$ cat config.mk
export PLATFORM = sky130hd
export DESIGN_NAME = sseg_arbiter
export DESIGN_NICKNAME = d
export VERILOG_FILES = /design/src/rtl/sseg_arbiter.sv
export SDC_FILE = /design/constraint.sdc
export NUM_CORES = 1
export LEC_CHECK = 0
export BUFFER_PORTS_ARGS = -buffer_cell sky130_fd_sc_hd__buf_2
export CAP_MARGIN = 10
export CORE_MARGIN = 2
export CORE_UTILIZATION = 40
export DETAILED_ROUTE_END_ITERATION = 8
export GPL_TIMING_DRIVEN = 0
export PLACE_DENSITY = 0.67
export SLEW_MARGIN = 20
export SYNTH_ARGS = -nofsm -noshare
export SYNTH_HDL_FRONTEND = slang
export SYNTH_SLANG_ARGS = --single-unit
$ cat constraint.sdc
create_clock -name clk -period 6.24 [get_ports clk]
set_input_delay 0.624 -clock clk [delete_from_list [all_inputs] [get_ports clk]]
set_output_delay 0.624 -clock clk [all_outputs]
set_load 0.01 [all_outputs]
$ cat src/rtl/sseg_arbiter.sv
// sseg_arbiter: round-robin owner selection for the shared four-digit
// seven-segment display word. Each grant is held for HOLD_CYCLES cycles,
// the owner's word is passed through with one cycle of latency, and the
// idle pattern is shown whenever nobody holds the display.
module sseg_arbiter #(
  parameter int          NREQ         = 4,
  parameter int          HOLD_CYCLES  = 16,
  parameter logic [15:0] IDLE_PATTERN = 16'hFFFF
) (
  input  logic                    clk,
  input  logic                    clear,
  input  logic [NREQ-1:0]         req,
  input  logic [16*NREQ-1:0]      req_data,
  output logic [NREQ-1:0]         gnt,
  output logic [$clog2(NREQ)-1:0] owner,
  output logic                    busy,
  output logic [15:0]             display_data
);

  localparam int OW = $clog2(NREQ);
  localparam int CW = $clog2(HOLD_CYCLES + 1);

  localparam logic [CW-1:0]   CNT_LAST = CW'(HOLD_CYCLES - 1);
  localparam logic [CW-1:0]   CNT_ONE  = CW'(1);
  localparam logic [OW-1:0]   PTR_INIT = OW'(NREQ - 1);
  localparam logic [NREQ-1:0] ONE_HOT0 = {{(NREQ-1){1'b0}}, 1'b1};

  typedef enum logic {
    IDLE = 1'b0,
    SHOW = 1'b1
  } state_t;

  state_t         state_r;
  logic [CW-1:0]  cnt_r;
  logic [OW-1:0]  last_r;

  logic           found_s;
  logic [OW-1:0]  win_s;
  logic [OW-1:0]  idx_s;
  logic [15:0]    win_data_s;
  logic [15:0]    own_data_s;

  // Round-robin search starting just after the last winner; scanning from the
  // farthest position back to the nearest lets the nearest active request win.
  always_comb begin
    found_s = 1'b0;
    win_s   = last_r;
    idx_s   = last_r;
    for (int k = NREQ; k >= 1; k--) begin
      idx_s   = OW'((int'(last_r) + k) % NREQ);
      found_s = found_s | req[idx_s];
      win_s   = req[idx_s] ? idx_s : win_s;
    end
    win_data_s = req_data[16*int'(win_s) +: 16];
    own_data_s = req_data[16*int'(owner) +: 16];
  end

  // Arbitration FSM with hold counter; every output is a register of this block.
  always_ff @(posedge clk) begin
    if (clear) begin
      state_r      <= IDLE;
      cnt_r        <= {CW{1'b0}};
      last_r       <= PTR_INIT;
      owner        <= {OW{1'b0}};
      gnt          <= {NREQ{1'b0}};
      busy         <= 1'b0;
      display_data <= IDLE_PATTERN;
    end else begin
      case (state_r)
        IDLE: begin
          if (found_s) begin
            state_r      <= SHOW;
            cnt_r        <= {CW{1'b0}};
            last_r       <= win_s;
            owner        <= win_s;
            gnt          <= ONE_HOT0 << win_s;
            busy         <= 1'b1;
            display_data <= win_data_s;
          end else begin
            state_r      <= IDLE;
            cnt_r        <= {CW{1'b0}};
            gnt          <= {NREQ{1'b0}};
            busy         <= 1'b0;
            display_data <= IDLE_PATTERN;
          end
        end
        SHOW: begin
          if (cnt_r == CNT_LAST) begin
            if (found_s) begin
              // Back-to-back handover (or re-grant) without an idle gap.
              state_r      <= SHOW;
              cnt_r        <= {CW{1'b0}};
              last_r       <= win_s;
              owner        <= win_s;
              gnt          <= ONE_HOT0 << win_s;
              busy         <= 1'b1;
              display_data <= win_data_s;
            end else begin
              // Owner index is kept so software can see who held it last.
              state_r      <= IDLE;
              cnt_r        <= {CW{1'b0}};
              gnt          <= {NREQ{1'b0}};
              busy         <= 1'b0;
              display_data <= IDLE_PATTERN;
            end
          end else begin
            cnt_r <= cnt_r + CNT_ONE;
            if (req[owner]) begin
              display_data <= own_data_s;
            end else begin
              display_data <= display_data;
            end
          end
        end
        default: begin
          state_r      <= IDLE;
          cnt_r        <= {CW{1'b0}};
          last_r       <= PTR_INIT;
          owner        <= {OW{1'b0}};
          gnt          <= {NREQ{1'b0}};
          busy         <= 1'b0;
          display_data <= IDLE_PATTERN;
        end
      endcase
    end
  end

endmodule

Yosys cells after proc, flatten, opt, wreduce, memory -nomap -nowiden
Cells that the tools add are included.
{"block": "op_classes", "multipliers": 0, "shifts": 3, "order_cmp": 5, "mux": 34, "eq_ne": 3, "bitwise": 4, "n_div": 0, "reduce_logical": 0, "n_addsub": 5}
{"op": "variable part select 64 x 7 -> 16 bit", "n": 2}
{"op": "2-to-1 mux 16 bit", "n": 3}
{"op": "one-hot mux 16 bit (2 select lines)", "n": 1}
{"op": "2-to-1 mux 2 bit", "n": 8}
{"op": "less-than comparator 2 x 3 -> 1 bit, second input constant", "n": 5}
{"op": "binary-select mux 1 bit (select 2 bit)", "n": 5}
{"op": "one-hot mux 5 bit (2 select lines)", "n": 1}
{"op": "2-to-1 mux 1 bit", "n": 8}
{"op": "2-to-1 mux 4 bit", "n": 2}
{"op": "one-hot mux 2 bit (2 select lines)", "n": 2}
{"op": "one-hot mux 4 bit (2 select lines)", "n": 1}
{"op": "adder 5 x 1 -> 5 bit, second input constant", "n": 1}
{"op": "== test 5 x 4 -> 1 bit, second input constant", "n": 1}
{"op": "2-to-1 mux 5 bit", "n": 1}
{"op": "adder 2 x 1 -> 2 bit, second input constant", "n": 2}
{"op": "adder 2 bit, second input constant", "n": 2}
{"op": "one-hot mux 1 bit (2 select lines)", "n": 2}
{"op": "<< shifter 1 x 2 -> 4 bit, first input constant", "n": 1}
{"op": "!= test 3 x 1 -> 1 bit, second input constant", "n": 1}
{"op": "OR 1 bit", "n": 3}
{"op": "!= test 2 x 1 -> 1 bit, second input constant", "n": 1}
{"op": "inverter 1 bit", "n": 1}
{"block": "word_totals", "regBits": 31, "wordCells": 61, "out_inout_bits": 23, "in_bits": 70, "mem_bits_rw": 0, "mem_bits_ro": 0, "latch_bits": 0, "n_memories": 0}

Logic depth before layout (Yosys ltp)
{"block": "depth", "depth_word": 11, "depth_mapped": 10, "ltp_nobuf": 8}

Worst setup path before layout
OpenSTA, ideal clock, no wires.
{"block": "synth_timing", "kind": "input-to-reg", "startpoint": "input port req[3]", "endpoint": "register display_data[2]", "setup_ns": 0.121, "t_required_ns": 6.119, "path_buffers": 2, "arrival_time_ns": 1.971, "path_stages": 8, "setup_slack_ns": 4.148, "cell_sequence": "buf_2 nand2_1 a21oi_2 nor3_2 buf_6 mux2_4 a2111oi_4 o21ai_1"}
{"block": "synth_via", "elab_chain_len": 10, "word_cells_on_any_way": 22, "cone_classes": "eq/ne: 1; shift: 1; mux: 17; bitwise: 3"}
{"item": "start, declared", "line": "12", "source": "input logic [NREQ-1:0] req,"}
{"item": "binary-select mux 1 bit (select 2 bit)", "line": "51, 52"}
{"item": "2-to-1 mux 1 bit (not written as such)", "line": "51, 52"}
{"item": "2-to-1 mux 2 bit (4 in a row)", "line": "52", "source": "win_s = req[idx_s] ? idx_s : win_s;"}
{"item": "variable part select 64 x 7 -> 16 bit", "line": "54", "source": "win_data_s = req_data[16*int'(win_s) +: 16];"}
{"item": "2-to-1 mux 16 bit", "line": "71, 89"}
{"item": "2-to-1 mux 16 bit", "line": "88", "source": "if (cnt_r == CNT_LAST) begin"}
{"item": "one-hot mux 16 bit (2 select lines)", "line": "69", "source": "case (state_r)"}
{"item": "end signal, assigned", "line": "78", "source": "display_data <= win_data_s;"}
{"item": "end signal, assigned", "line": "97", "source": "display_data <= win_data_s;"}
{"item": "end signal, assigned", "line": "109", "source": "display_data <= own_data_s;"}
{"item": "end, declared", "line": "17", "source": "output logic [15:0] display_data"}
Several ways; a longest one is shown, not always the timed one. The select of a mux whose other input is x is not followed.
A chain may end at the register's enable or synchronous reset.

Worst setup path in the final report
{"block": "layout_timing", "startpoint": "register cnt_r[0]", "endpoint": "register display_data[0]"}
{"block": "layout_via", "elab_chain_len": 3, "word_cells_on_any_way": 4, "cone_classes": "eq/ne: 2; mux: 2"}
{"item": "start, declared", "line": "34", "source": "logic [CW-1:0] cnt_r;"}
{"item": "start signal, assigned", "line": "62", "source": "cnt_r <= {CW{1'b0}};"}
{"item": "start signal, assigned", "line": "73", "source": "cnt_r <= {CW{1'b0}};"}
{"item": "start signal, assigned", "line": "81", "source": "cnt_r <= {CW{1'b0}};"}
{"item": "== test 5 x 4 -> 1 bit *", "line": "88"}
{"item": "2-to-1 mux 16 bit", "line": "88"}
{"item": "one-hot mux 16 bit (2 select lines)", "line": "69"}
Every way passes the cells marked *; elsewhere a longest branch is shown, timed or not.

==> flow_metrics.tcl <==
set metrics [dict create \
    rsz0062_at_grt "no" \
    crit_chain "ha_1, and3_1, ha_1, nand2b_1, buf_2, nand2_1, buf_2, a221oi_2, o21a_1, o21ai_1" \
    finalHoldViolCount 0 \
    critPathCaptureType "register" \
    tns_ps 0 \
    rows 28 \
    synth_cell_types 50 \
    vias 2457 \
    die_area_mm2 0.00678 \
    die_width_um 82.3 \
    fin_crit_sh 0.377 \
    boundaryPins 93 \
    coreArea_mm2 0.00592 \
    final_max_slew_viol_count 0 \
    crit_arrival_ps 2510 \
    dr.first_iter.drc_count 125 \
    maxCapViolations 0 \
    firstDrtPassIters 4 \
    drc 0 \
    path_class "register to register" \
    routed_via_density 5.66 \
    nets 432 \
    fmaxAchievable_mhz 425 \
    cts.sinks 31 \
    start_util 0.415 \
    antennaDiodeCount 0 \
    synthArstFlopShare 0 \
    final_common_cell "buf_2" \
    syn_inst 262 \
    cp-start-kind "register" \
    hold_path_startpoint "gnt[3]$_SDFFE_PP0P_" \
    dp_hpwl_mm 5.28 \
    clockBufferDepth 2 \
    worstPathRequired_ps 6400 \
    root_buffer "clkbuf_8" \
    ys_seq_area_frac 0.253 \
    worst-path-buf-inv 2 \
    antenna_left 0 \
    most-common-layout-cells "buf_2, a21oi_1, dfxtp_1" \
    setup_violations 0 \
    clk_pin_slew_worst_paths_ps 60 \
    routedWlPerCell_um 16.5 \
    die_h_um 82.3 \
    grt_antenna_before_repair 0 \
    drive_above_1_share 0.421 \
    finalWirelength_mm 7.16 \
    max_stage_delay_ps 360 \
    ys_ff_latch 31 \
    gp_congestion 0.861 \
    tightest_slew_ps 622 \
    worstSetupStartpoint "cnt_r[0]$_SDFF_PP0_" \
    ys_warn_count 0 \
    leakage_uw 0.00130 \
    grt.total_usage 0.216 \
    cp_max_fo 10 \
    postCtsSetupBuffers 0 \
    hp-class "register to register" \
    skew_ps 6.55 \
    syn_area_per_cell_um2 9.37 \
    crit_family "simple AND/OR/NAND/NOR gates" \
    ir_worst_vdd_mv 0.124 \
    status "finished clean" \
    cts.htree.levels 2 \
    syn_area_mm2 0.00245 \
    grt_pass1_vias 2325 \
    synth_ff_type "dfxtp_1" \
    final_core_util 0.520 \
    post_cts_resized 0 \
    synth_edf_count 0 \
    relSlewSlack 0.585 \
    ctsHoldBuffers 0 \
    rr_startpoint "cnt_r[0]$_SDFF_PP0_" \
    synth_nets 334 \
    power.density_mw_per_mm2 199 \
    grt-ovfl-total 0 \
    grt_pass1_wl_mm 11.2 \
    clkLatencyLatePin_ps 280 \
    grt_max_degree 11 \
    period_needed_ps 2350 \
    slowest_stage "dfxtp_1" \
    fill_cells 566 \
    numCtsBuffers 5 \
    port_buffers 91 \
    cts_tree "yes" \
    area_delta_synth_final_pct 25.3 \
]
worst reg2reg max path: cells and delay by family, from the launching register on:
family	cells	cell delay [ps]
and+or+nand+nor	3	570
buffers and inverters	2	550
AOI/OAI and AO/OA	3	410
DFF	1	360
adders and majority gates	2	340
area by class of cell:
type                    count  area, um^2  share of cell area
clock buffers               6        72.6              0.0236
plain buffers              26         156              0.0508
flip-flops and latches     31         621               0.202
repair buffers             91         455               0.148
multi-input cells         200        1660               0.539
inverters                   5        18.8             0.00610
well taps                  75        93.8              0.0305
routing by layer:
metal  global-route usage  wire length (um)  share of wire
met1                0.289              3220           0.45
met2                0.360              3430           0.48
met3               0.0424               465          0.065
met4               0.0450                45         0.0063
met5                    0                 0              0
cells in the mapped netlist, types with 2 or more instances:
cell | n | share of area
a221oi_2 | 10 | 0.061
inv_1 | 5 | 0.0076
o21ai_0 | 2 | 0.0041
a31oi_1 | 4 | 0.010
a221oi_1 | 4 | 0.014
o22ai_1 | 2 | 0.0051
and3_1 | 2 | 0.0051
nand3_1 | 4 | 0.0082
dfxtp_1 | 31 | 0.25
nor2_2 | 2 | 0.0051
nand2_1 | 13 | 0.020
o21a_1 | 15 | 0.046
a22oi_1 | 3 | 0.0092
buf_2 | 11 | 0.022
ha_1 | 2 | 0.010
or2_1 | 2 | 0.0051
buf_6 | 5 | 0.023
nor3_1 | 5 | 0.010
a21oi_2 | 2 | 0.0071
nand2b_1 | 4 | 0.010
mux2i_1 | 14 | 0.057
mux4_2 | 17 | 0.16
a211oi_1 | 2 | 0.0061
nor2_1 | 10 | 0.015
clkbuf_1 | 7 | 0.011
nor2b_1 | 3 | 0.0076
a21oi_1 | 42 | 0.086
buf_4 | 2 | 0.0061
o21ai_1 | 16 | 0.033
power by group:
part / leakage [uW] / internal [uW] / switching [uW] / total [uW]
sequential: 0.000257 / 216 / 8.85 / 225
clock: 0.0000371 / 74.1 / 67.3 / 141
combinational: 0.00101 / 116 / 132 / 247
total: 0.00130 / 406 / 208 / 614
path summary, 6_finish.rpt:
check	end	slack [ps]	depth (start not counted)
worst max-delay path	display_data[0]$_SDFFE_PP1P_	3890	10
worst min-delay path	gnt[3]$_SDFFE_PP0P_	460	2
worst max register to register	display_data[0]$_SDFFE_PP1P_	3890	10
worst min register to register	gnt[3]$_SDFFE_PP0P_	460	2
through the flow:
stage / instances / setup slack (ps) / hold slack, ps / total power, uW / area, um^2
after floorplan: 262 / 4150 / 432 / 396 / 2450
after global placement: 428 / 3890 / 440 / 473 / 3000
after detailed placement: 428 / 3870 / 450 / 476 / 3000
after CTS: 434 / 3910 / 458 / 617 / 3080
after global routing: 434 / 3680 / 484 / 654 / 3080
final: 434 / 3890 / 456 / 614 / 3080
cells by family after synthesis:
| logic type | after synthesis | synth area share |
|---|---|---|
| muxes | 32 | 0.219 |
| and+or+nand+nor | 54 | 0.120 |
| buffers and inverters | 31 | 0.0714 |
| AOI/OAI and AO/OA | 110 | 0.319 |
| DFF | 31 | 0.253 |
| adders and majority gates | 2 | 0.0102 |
| xor gates and xnor gates | 2 | 0.00714 |
registers in the layout (all words and copies together), names as in the netlist:
signal / cells
display_data: 16
cnt_r: 5
gnt: 4
last_r: 2
owner: 2
busy: 1
state_r: 1
No activity file was read; power rests on OpenSTA's default activity.
